===== config.mk =====
export PLATFORM = sky130hd
export DESIGN_NAME = bus_master_port
export DESIGN_NICKNAME = d
export VERILOG_FILES = /design/src/rtl/bus_master_port.sv
export SDC_FILE = /design/constraint.sdc
export NUM_CORES = 1
export LEC_CHECK = 0
export CORE_MARGIN = 2
export CORE_UTILIZATION = 45
export DETAILED_ROUTE_END_ITERATION = 8
export GPL_TIMING_DRIVEN = 0
export PLACE_DENSITY_LB_ADDON = 0.1
export RECOVER_POWER = 100
export SKIP_LAST_GASP = 1
export SYNTH_ARGS = -nofsm -noshare
export SYNTH_HDL_FRONTEND = slang
export SYNTH_SLANG_ARGS = --single-unit
export TNS_END_PERCENT = 10

===== constraint.sdc =====
create_clock -name clk -period 2 [get_ports clk]
set_input_delay 0.4 -clock clk [delete_from_list [all_inputs] [get_ports clk]]
set_output_delay 0.4 -clock clk [all_outputs]
set_load 0.02 [all_outputs]

===== src/rtl/bus_master_port.sv =====
// Two-master front end for the shared slave bus.
// Each master owns one holding register. The registered pending flag
// drives that master's request line to the external arbiter. A granted
// transaction is driven onto the slave bus until s_ack or timeout. The
// result is then returned to the owner with a one-cycle done pulse.
module bus_master_port #(
   parameter int AW      = 8,
   parameter int DW      = 8,
   parameter int TIMEOUT = 15,
   parameter int CW      = 8
) (
   input  logic          clk,
   input  logic          rst,
   // master A
   input  logic          a_valid,
   input  logic          a_we,
   input  logic [AW-1:0] a_addr,
   input  logic [DW-1:0] a_wdata,
   output logic          a_ready,
   output logic          a_done,
   output logic          a_err,
   output logic [DW-1:0] a_rdata,
   // master B
   input  logic          b_valid,
   input  logic          b_we,
   input  logic [AW-1:0] b_addr,
   input  logic [DW-1:0] b_wdata,
   output logic          b_ready,
   output logic          b_done,
   output logic          b_err,
   output logic [DW-1:0] b_rdata,
   // arbiter side
   output logic          Ra,
   output logic          Rb,
   input  logic          Ga,
   input  logic          Gb,
   // slave bus
   output logic          s_sel,
   output logic          s_we,
   output logic [AW-1:0] s_addr,
   output logic [DW-1:0] s_wdata,
   input  logic [DW-1:0] s_rdata,
   input  logic          s_ack
);

   typedef enum logic [1:0] {IDLE, ISSUE, DONE} state_t;

   state_t        state_q, state_d;
   logic          owner_q, owner_d;     // 0 = master A, 1 = master B
   logic [CW-1:0] cnt_q, cnt_d;
   logic          a_pend_q, a_pend_d;
   logic          b_pend_q, b_pend_d;
   logic          a_err_q, a_err_d;
   logic          b_err_q, b_err_d;
   logic [DW-1:0] a_rdata_q, a_rdata_d;
   logic [DW-1:0] b_rdata_q, b_rdata_d;

   // Holding registers carry data only, so they are not reset.
   logic          a_we_q, b_we_q;
   logic [AW-1:0] a_addr_q, b_addr_q;
   logic [DW-1:0] a_wdata_q, b_wdata_q;

   logic          a_cap, b_cap;
   logic          own_we;
   logic [AW-1:0] own_addr;
   logic [DW-1:0] own_wdata;
   logic          res_commit;
   logic          res_err;
   logic [DW-1:0] res_rdata;

   assign a_cap = a_valid && !a_pend_q;
   assign b_cap = b_valid && !b_pend_q;

   assign own_we    = owner_q ? b_we_q    : a_we_q;
   assign own_addr  = owner_q ? b_addr_q  : a_addr_q;
   assign own_wdata = owner_q ? b_wdata_q : a_wdata_q;

   assign a_ready = !a_pend_q;
   assign b_ready = !b_pend_q;
   assign Ra      = a_pend_q;
   assign Rb      = b_pend_q;

   // The bus is gated by s_sel, so it reads as zero outside ISSUE and
   // collapses the same instant an asynchronous reset hits.
   assign s_sel   = (state_q == ISSUE);
   assign s_we    = s_sel && own_we;
   assign s_addr  = s_sel ? own_addr  : '0;
   assign s_wdata = s_sel ? own_wdata : '0;

   assign a_done  = (state_q == DONE) && !owner_q;
   assign b_done  = (state_q == DONE) &&  owner_q;
   assign a_err   = a_err_q;
   assign b_err   = b_err_q;
   assign a_rdata = a_rdata_q;
   assign b_rdata = b_rdata_q;

   // Next-state: capture, arbitration response, issue timing, completion.
   always_comb begin
      state_d    = state_q;
      owner_d    = owner_q;
      cnt_d      = cnt_q;
      a_pend_d   = a_pend_q;
      b_pend_d   = b_pend_q;
      a_err_d    = a_err_q;
      b_err_d    = b_err_q;
      a_rdata_d  = a_rdata_q;
      b_rdata_d  = b_rdata_q;
      res_commit = 1'b0;
      res_err    = 1'b0;
      res_rdata  = '0;

      if (a_cap) a_pend_d = 1'b1;
      if (b_cap) b_pend_d = 1'b1;

      unique case (state_q)
         IDLE: begin
            // A has priority when both grants arrive together; a grant
            // for a master with nothing pending is simply ignored.
            if (Ga && a_pend_q) begin
               owner_d = 1'b0;
               cnt_d   = '0;
               state_d = ISSUE;
            end else if (Gb && b_pend_q) begin
               owner_d = 1'b1;
               cnt_d   = '0;
               state_d = ISSUE;
            end
         end
         ISSUE: begin
            // Grants are not looked at here, so there is no preemption.
            if (s_ack) begin
               res_commit = 1'b1;
               res_err    = 1'b0;
               res_rdata  = own_we ? '0 : s_rdata;
            end else if (cnt_q == CW'(TIMEOUT - 1)) begin
               res_commit = 1'b1;
               res_err    = 1'b1;
               res_rdata  = '0;
            end else begin
               cnt_d = cnt_q + CW'(1);
            end
            if (res_commit) begin
               state_d = DONE;
               if (owner_q) begin
                  b_err_d   = res_err;
                  b_rdata_d = res_rdata;
               end else begin
                  a_err_d   = res_err;
                  a_rdata_d = res_rdata;
               end
            end
         end
         DONE: begin
            state_d = IDLE;
            if (owner_q) b_pend_d = 1'b0;
            else         a_pend_d = 1'b0;
         end
         default: state_d = IDLE;
      endcase
   end

   // Control state and returned results, cleared by asynchronous reset.
   always_ff @(posedge clk or negedge rst) begin
      if (!rst) begin
         state_q   <= IDLE;
         owner_q   <= 1'b0;
         cnt_q     <= '0;
         a_pend_q  <= 1'b0;
         b_pend_q  <= 1'b0;
         a_err_q   <= 1'b0;
         b_err_q   <= 1'b0;
         a_rdata_q <= '0;
         b_rdata_q <= '0;
      end else begin
         state_q   <= state_d;
         owner_q   <= owner_d;
         cnt_q     <= cnt_d;
         a_pend_q  <= a_pend_d;
         b_pend_q  <= b_pend_d;
         a_err_q   <= a_err_d;
         b_err_q   <= b_err_d;
         a_rdata_q <= a_rdata_d;
         b_rdata_q <= b_rdata_d;
      end
   end

   // Holding registers load on acceptance and stay stable while pending.
   always_ff @(posedge clk) begin
      if (a_cap) begin
         a_we_q    <= a_we;
         a_addr_q  <= a_addr;
         a_wdata_q <= a_wdata;
      end
      if (b_cap) begin
         b_we_q    <= b_we;
         b_addr_q  <= b_addr;
         b_wdata_q <= b_wdata;
      end
   end

endmodule


==> metrics, run 1 <==
Main synth FF type=edfxtp_1; layout cell share with drive strength beyond 1=0.137; clock insertion delay at the later pin of the skew report=0.33 ns; wire length per cell=14.7 um; mux cell area share after synthesis=0.121; Hold Crit Class=in -> async; RSZ-0062 raised after global routing=yes; CTS Buf Count=9; Ports=91; Die Wd=82.3 um; total placed cells including tap cells=378; Leak=0.00170 uW; clock sink count=65; DRT met1 WL=2.44 mm; Final setup viols=17; first-pass GRT wire length=9.32 mm; Critical Path End Type=output port; Pwr Total=5240 uW; Synth Area in Simple Gates=0.112; Starting Density=0.466; Final nets=367; outcome=complete, but fails checks; Worst VDD drop=628 uV; Area Overhead vs Synth=42.8%; Syn Nets=264; startpoint types=flip-flop; pwr dens=1330 mW/mm2; cell row count=28; syn avg cell area=13.0 um2; Synth Register Bits=65; Worst-path clk slew=0.08 ns; clock buffer depth=2; WL met2=2.90 mm; largest cells by area after synthesis=edfxtp_1 37%, dfrtp_1 28%, mux2i_1 12%, nor2_1 3.8%, inv_1 2.9%; worst slew pin tran=1.63 ns; max_cap viols=1; share of the synthesized area in the top cell type=0.370; GRT overflow=0; Setup Skew=0.0119 ns; Final Wtd Congestion=0.719; Post-synth EDFFs=34; critical path class=reg -> out; Async SR Flop Fraction=0.477; synth unique cells=38; largest net degree at the start of global routing=32; Compound-Gate Fraction of Synth Area=0.0607; H-tree levels=3; max layer used=met4; DP Wirelength=4.09 mm; ANT cells=0; fillers=477; gr usage total=0.185; via count=1966; post-synthesis sequential area ratio=0.651; final hold vios=0; Final Max Tran Viols=32; Yosys warning count=0; area leader, netlist=edfxtp_1; CTS tree=done; drt drc=0; drt pass-1 iters=4; main combinational cell family by area after synthesis=multiplexers; placed instance area=0.00376 mm2; period utilization=1.04; number of global-route vias before repair=1998; Post-Layout Cell Count=396; initial antenna violation count=0; Synth Area in Adders=0.00907; Final min period=2.08 ns; DR iter-0 viols=95; core area=0.00592 mm2; Crit Path Max Fanout=10; Final Worst Setup Slack=-0.0779 ns; synthesized instance count=213; FMAX=0.481 GHz; DRT Wirelength=5.80 mm; Die ar.=0.00678 mm2; met3 WL=381 um; Slew HR=-0.0874; clk root buf=clkbuf_8; die height=82.3 um; Buffers on Ports=90; number of vias per cell=4.96; worst path arrival time=1.68 ns; ANT nets after route=0; Final Instance Area=0.00394 mm2; synthesized cell area=0.00276 mm2; most frequent cell after synthesis=edfxtp_1; xor-xnor portion of the synthesized cell area=0; Synth top cells by count=34 x edfxtp_1, 32 x mux2i_1, 31 x dfrtp_1, 28 x nor2_1, 21 x inv_1; Req. time, crit path=1.60 ns; violated checks=capacitance limit, slew limit, setup timing
layout by cell type, fill, tap and decap left out, types with 3 or more instances in the layout:
cell type and instances:
a21oi_1 8, a31oi_1 5, buf_2 9, buf_4 4, buf_6 3, clkbuf_8 10, clkdlybuf4s50_1 11, dfrtp_1 31
dlygate4sd2_1 7, dlygate4sd3_1 59, edfxtp_1 34, inv_1 21, mux2i_1 32, nand2_1 14, nand3_1 3, nor2_1 28
cells by family (layout without fill, tap and decap cells):
family          Yosys count  count (layout)
compound gates           24              24
fa+ha+maj                 2               2
buf+inv                  29             137
flops                    65              65
mux                      33              33
simple gates             60              60
worst max-delay path, cell delays in order (launching register included):
cell and delay (ns):
dfrtp_1 0.39, nand2b_1 0.15, buf_6 0.15, clkbuf_8 0.17, buf_4 0.17, nor2_1 0.14
buf_2 0.18
worst paths after layout:
check / startpoint / end / slack [ns] / cells after the start
min: rst / cnt_q[6] / 0.47 / 1
min in group clk: cnt_q[7] / cnt_q[7] / 0.48 / 1
min reg2reg: cnt_q[7] / cnt_q[7] / 0.48 / 1
max: state_q[1] / s_wdata[0] / -0.08 / 6
max reg2reg: cnt_q[0] / cnt_q[1] / 0 / 7
max in group asynchronous: rst / b_rdata[6] / 0.57 / 1
report_power, final:
part           internal, uW  switching, uW  leakage [uW]  total, uW
sequential             1720            168      0.000715       1890
clock                   689            494      0.000104       1180
combinational           925           1250      0.000877       2170
total                  3330           1910       0.00170       5240
routing by layer:
| metal | track usage | vias to the layer above |
|---|---|---|
| met1 | 0.214 | 951 |
| met4 | 0.0817 | 0 |
| met3 | 0.0554 | 7 |
| met5 | 0 | - |
| met2 | 0.315 | 61 |
| li1 | - | 947 |
metrics by stage:
step	TNS [ns]	setup slack (ns)	utilization	hold WS, ns
after floorplan	0	0.211	-	0.104
after global placement	-25.51	-0.615	0.634	0.465
after detailed placement	-10.96	-0.612	0.635	0.472
after CTS	-1.46	-0.139	0.665	0.481
after global routing	-2.66	-0.147	0.666	0.518
final	-0.568	-0.0779	0.666	0.473
cell type report:
cell class,instances,area [um2],area share
plain buffers,8,71.3,0.0181
clock buffers,9,124,0.0314
clock inverters,7,85.1,0.0216
inverters,21,78.8,0.0200
multi-input cells,119,842,0.214
flip-flops and latches,65,1800,0.456
well taps,75,93.8,0.0238
repair buffers,92,851,0.216
registers in the layout, indices dropped and copies added (netlist names):
name and flops:
a_rdata 8, a_wdata_q 8, a_addr_q 8, b_addr_q 8
a_err 1, state_q 2, b_wdata_q 8, owner_q 1
a_we_q 1, Ra 1, b_rdata 8, b_we_q 1
cnt_q 8, Rb 1, b_err 1
repair_timing:
| item | 4_1_cts | 5_1_grt |
|---|---|---|
| hold buffers | 0 | 0 |
| gates resized for setup | 57 | 6 |
| buffers inserted | 1 | 1 |
| setup endpoints to repair | 26 | 28 |
| pin swaps | 0 | 1 |
(Power assumes the default switching activity.)
==> run 2: changes to the inputs <==
--- a/config.mk
+++ b/config.mk
@@ -11,2 +11,3 @@
 export GPL_TIMING_DRIVEN = 0
+export HOLD_SLACK_MARGIN = 0.1
 export PLACE_DENSITY_LB_ADDON = 0.1
--- a/constraint.sdc
+++ b/constraint.sdc
@@ -3,2 +3,2 @@
 set_output_delay 0.4 -clock clk [all_outputs]
-set_load 0.02 [all_outputs]
+set_load 0.05 [all_outputs]
==> run 2 against run 1 <==
Net effect:
- the run still ends with capacitance limit, slew limit, setup timing left
- maximum frequency grew 1.5%
- count of clock-buffer cells in the layout did not move
- critical path depth fell by 4
- clock power about the same
- register-to-register slack about the same
- die area unchanged
- power is 24% higher
- routed wire length up 1.9%
- sequential share of layout area down 1.9 points
- setup slack better by 0.030 ns
- combinational power is 58% higher
- largest cell class unchanged
==> metrics, run 2 (synthesis gave the netlist of run 1 again) <==
outcome=complete, but fails checks; violated checks=capacitance limit, slew limit, setup timing; first-pass GRT wire length=9.45 mm; busiest grt layer=met2; Hold Crit Class=in -> async; Final Max Tran Viols=32; Pwr Total=6500 uW; Die ar.=0.00678 mm2; worst slew pin tran=1.63 ns; drt drc=0; drt pass-1 iters=4; max_cap viols=1; core area=0.00592 mm2; Final min period=2.05 ns; period utilization=1.02; worst path arrival time=1.65 ns; clk root buf=clkbuf_8; wire length per cell=14.9 um; r2r worst-path depth=7; setup TNS=-0.127 ns; Ports=91; die height=82.3 um; GR Util met3=0.0761; Die Wd=82.3 um; Starting Density=0.466; Worst VDD drop=861 uV; FF/Latch Area=0.00180 mm2; met1 usage=0.217; Slew HR=-0.0888; Final Worst Setup Slack=-0.0478 ns; via count=1977; clock sink count=65; dpl ws=-0.775 ns; met2 usage=0.319; GRT overflow=0; DRT Wirelength=5.91 mm; startpoint types=flip-flop; clock buffer depth=2; CTS Hold Buffers Added=0; Final Wtd Congestion=0.719; fillers=452; critical path class=reg -> out; CTS tree=done; Area Overhead vs Synth=49.2%; Setup Skew=0.0119 ns; gr usage total=0.188; layout cell share with drive strength beyond 1=0.198; RSZ-0062 raised after global routing=yes; FMAX=0.488 GHz; number of global-route vias before repair=2010; cell row count=28; most common cell after layout, fill and taps aside=clkdlybuf4s50_1; final hold vios=0; Critical Path End Type=output port; H-tree levels=3; ANT cells=0; pwr dens=1580 mW/mm2; Leak=0.00168 uW; Req. time, crit path=1.60 ns; largest net degree at the start of global routing=32; ANT nets after route=0; Crit Path Max Fanout=5; CTS Buf Count=9; clock insertion delay at the later pin of the skew report=0.33 ns; DR iter-0 viols=87; Buffers on Ports=90; Final setup viols=4; number of vias per cell=4.97; Final nets=369; Multi-input gate area=907 um2; DP Wirelength=4.09 mm; most frequent cells in the layout=35 x clkdlybuf4s50_1, 34 x edfxtp_1, 34 x dlygate4sd3_1; initial antenna violation count=0; Worst-path clk slew=0.08 ns
[run 2: final timing paths]
kind,end,start,slack (ns)
setup reg to reg,cnt_q[1],cnt_q[0],-0.01
hold reg to reg,cnt_q[7],cnt_q[7],0.48
hold / removal,cnt_q[6],rst,0.47
min in group clk,cnt_q[7],cnt_q[7],0.48
max in group asynchronous,b_rdata[6],rst,0.57
setup / recovery,a_ready,Ra,-0.05
[run 2: power breakdown]
part | internal [uW] | switching (uW) | total [uW]
sequential | 1720 | 183 | 1900
clock | 689 | 492 | 1180
combinational | 1280 | 2140 | 3420
total | 3690 | 2820 | 6500
[run 2: final cells by class]
class / count / area share
Tap cell: 75 / 0.0228
Inverter: 21 / 0.0191
Clock inverter: 7 / 0.0207
Sequential cell: 65 / 0.436
Clock buffer: 9 / 0.0301
Timing Repair Buffer: 94 / 0.225
Buffer: 8 / 0.0255
Multi-Input combinational cell: 119 / 0.220
[run 2: repair_timing]
item	CTS	global route
pin swaps	0	2
endpoints found under the setup margin	30	32
setup buffers	2	0
resized for setup	127	18
gates cloned	0	2
[run 2: per-stage QoR]
step	instance area [um2]	hold WS (ns)	utilization	std cells
2_1_floorplan	2760	0.104	-	213
3_3_place_gp	3750	0.465	0.634	378
3_5_place_dp	3760	0.472	0.635	378
4_1_cts	4020	0.481	0.679	396
5_1_grt	4120	0.518	0.695	398
6_report	4120	0.474	0.695	398
[run 2: critical path, stage by stage (launching register included)]
cell and delay (ns):
dfrtp_1 0.44, inv_1 0.09, clkdlybuf4s50_1 0.80
[run 2: layer usage]
metal  part of all wire  wire length, um
met5                  0                0
met4             0.0081               48
met3              0.072              427
met2               0.51             3020
met1               0.41             2410
==> run 3: changes to the inputs <==
Settings changed: MAX_ROUTING_LAYER set to met4.
==> run 3 against run 2 <==
Net effect:
- the flow still finishes with violations (capacitance limit, slew limit, setup timing)
- sequential power is essentially flat
- power is essentially flat
- critical path depth is the same
- count of clock-buffer cells in the layout is the same
- clock power is essentially flat
- critical path type unchanged
- largest cell class unchanged
- largest power group unchanged
==> metrics, run 3 (synthesis gave the netlist of run 1 again) <==
outcome=complete, but fails checks; violated checks=capacitance limit, slew limit, setup timing; Critical Path End Type=output port; most common cell after layout, fill and taps aside=clkdlybuf4s50_1; crit path launch=Ra; CTS Buf Count=9; Setup Skew=0.0117 ns; Die ar.=0.00678 mm2; CP top delay family=buffers and inverters; gr usage total=0.193; Hold Crit Class=in -> async; Starting Density=0.466; Buffers on Ports=90; final core utilization=0.695; worst path arrival time=1.65 ns; largest net degree at the start of global routing=32; CP peak stage delay=0.80 ns; Final setup viols=5; clk root buf=clkbuf_8; wire length per cell=14.9 um; core area=0.00592 mm2; Final Worst Setup Slack=-0.0469 ns; clock buffer depth=2; Area Overhead vs Synth=49.2%; Ports=91; CTS Hold Buffers Added=0; GRT overflow=0; final hold vios=0; pwr dens=1580 mW/mm2; die height=82.3 um; Leak=0.00168 uW; number of vias per cell=4.98; ANT nets after route=0; Final Wtd Congestion=0.727; Worst VDD drop=861 uV; worst slew pin tran=1.63 ns; period utilization=1.02; Min Hold Slack=0.474 ns; first-pass GRT wire length=9.44 mm; CP cell instances=inv_1 -> clkdlybuf4s50_1; H-tree levels=3; reg2reg start=cnt_q[0]; critical path class=reg -> out; DP Wirelength=4.09 mm; max_cap viols=1; Req. time, crit path=1.60 ns; most frequent cells in the layout=35 x clkdlybuf4s50_1, 34 x edfxtp_1, 34 x dlygate4sd3_1; ANT cells=0; Crit Path Max Fanout=5; FF/Latch Area=0.00180 mm2; DRT Wirelength=5.94 mm; via count=1982; drt pass-1 iters=4; DR iter-0 viols=89; Slew HR=-0.0859; Final nets=369; startpoint types=flip-flop; RSZ-0062 raised after global routing=yes; drt drc=0; initial antenna violation count=0; FMAX=0.489 GHz; Post-Layout Cell Count=398; clock sink count=65; CTS tree=done; Die Wd=82.3 um; Pwr Total=6510 uW; Final min period=2.05 ns; worst-path cell with the longest stage delay=clkdlybuf4s50_1; fillers=452; Final Max Tran Viols=32; total placed cells including tap cells=378; CP bufs+invs=2; cell row count=28; number of global-route vias before repair=2017; clock insertion delay at the later pin of the skew report=0.33 ns; Multi-input gate area=907 um2; Worst-path clk slew=0.08 ns; layout cell share with drive strength beyond 1=0.198
==> run 3: cell counts in the layout (fill, tap and decap cells not counted) <==
Identical to the previous run, type by type.
==> run 3: power by group <==
| part | switching [uW] | internal, uW |
|---|---|---|
| Combinational | 2140 | 1280 |
| Clock | 495 | 689 |
| Sequential | 183 | 1720 |
==> run 3: through the flow <==
step                      instance area [um2]  worst slack, ns  setup TNS [ns]
after floorplan                          2760           -0.153           -1.64
after global placement                   3750           -0.778          -28.70
after detailed placement                 3760           -0.775          -14.19
after CTS                                4020          -0.0869          -0.808
after global routing                     4120           -0.162           -2.58
final                                    4120          -0.0469          -0.126
==> run 3: worst paths after layout <==
check / endpoint / slack (ns) / cells past startpoint
hold reg to reg: cnt_q[7] / 0.48 / 1
hold / removal: cnt_q[6] / 0.47 / 1
setup reg to reg: cnt_q[1] / -0.01 / 7
setup / recovery: a_ready / -0.05 / 2
max in group asynchronous: b_rdata[6] / 0.57 / 1
min in group clk: cnt_q[7] / 0.48 / 1
==> run 3: layout make-up <==
cell class,instances,area share
inverters,21,0.0191
multi-input cells,119,0.220
plain buffers,8,0.0255
repair buffers,94,0.225
well taps,75,0.0228
clock buffers,9,0.0301
clock inverters,7,0.0207
flip-flops and latches,65,0.436
==> run 3: layer usage <==
| layer | track usage | vias to the layer above | share of wire |
|---|---|---|---|
| li1 | - | 953 | - |
| met1 | 0.221 | 968 | 0.42 |
| met2 | 0.319 | 57 | 0.51 |
| met3 | 0.0707 | 4 | 0.062 |
| met4 | 0.0567 | 0 | 0.0081 |
| met5 | - | - | 0 |
==> run 3: timing repair <==
| item | CTS | global route |
|---|---|---|
| setup endpoints to repair | 30 | 32 |
| resized for setup | 127 | 18 |
| cloned | 0 | 2 |
| pin swaps | 0 | 2 |
| setup buffers | 2 | 0 |
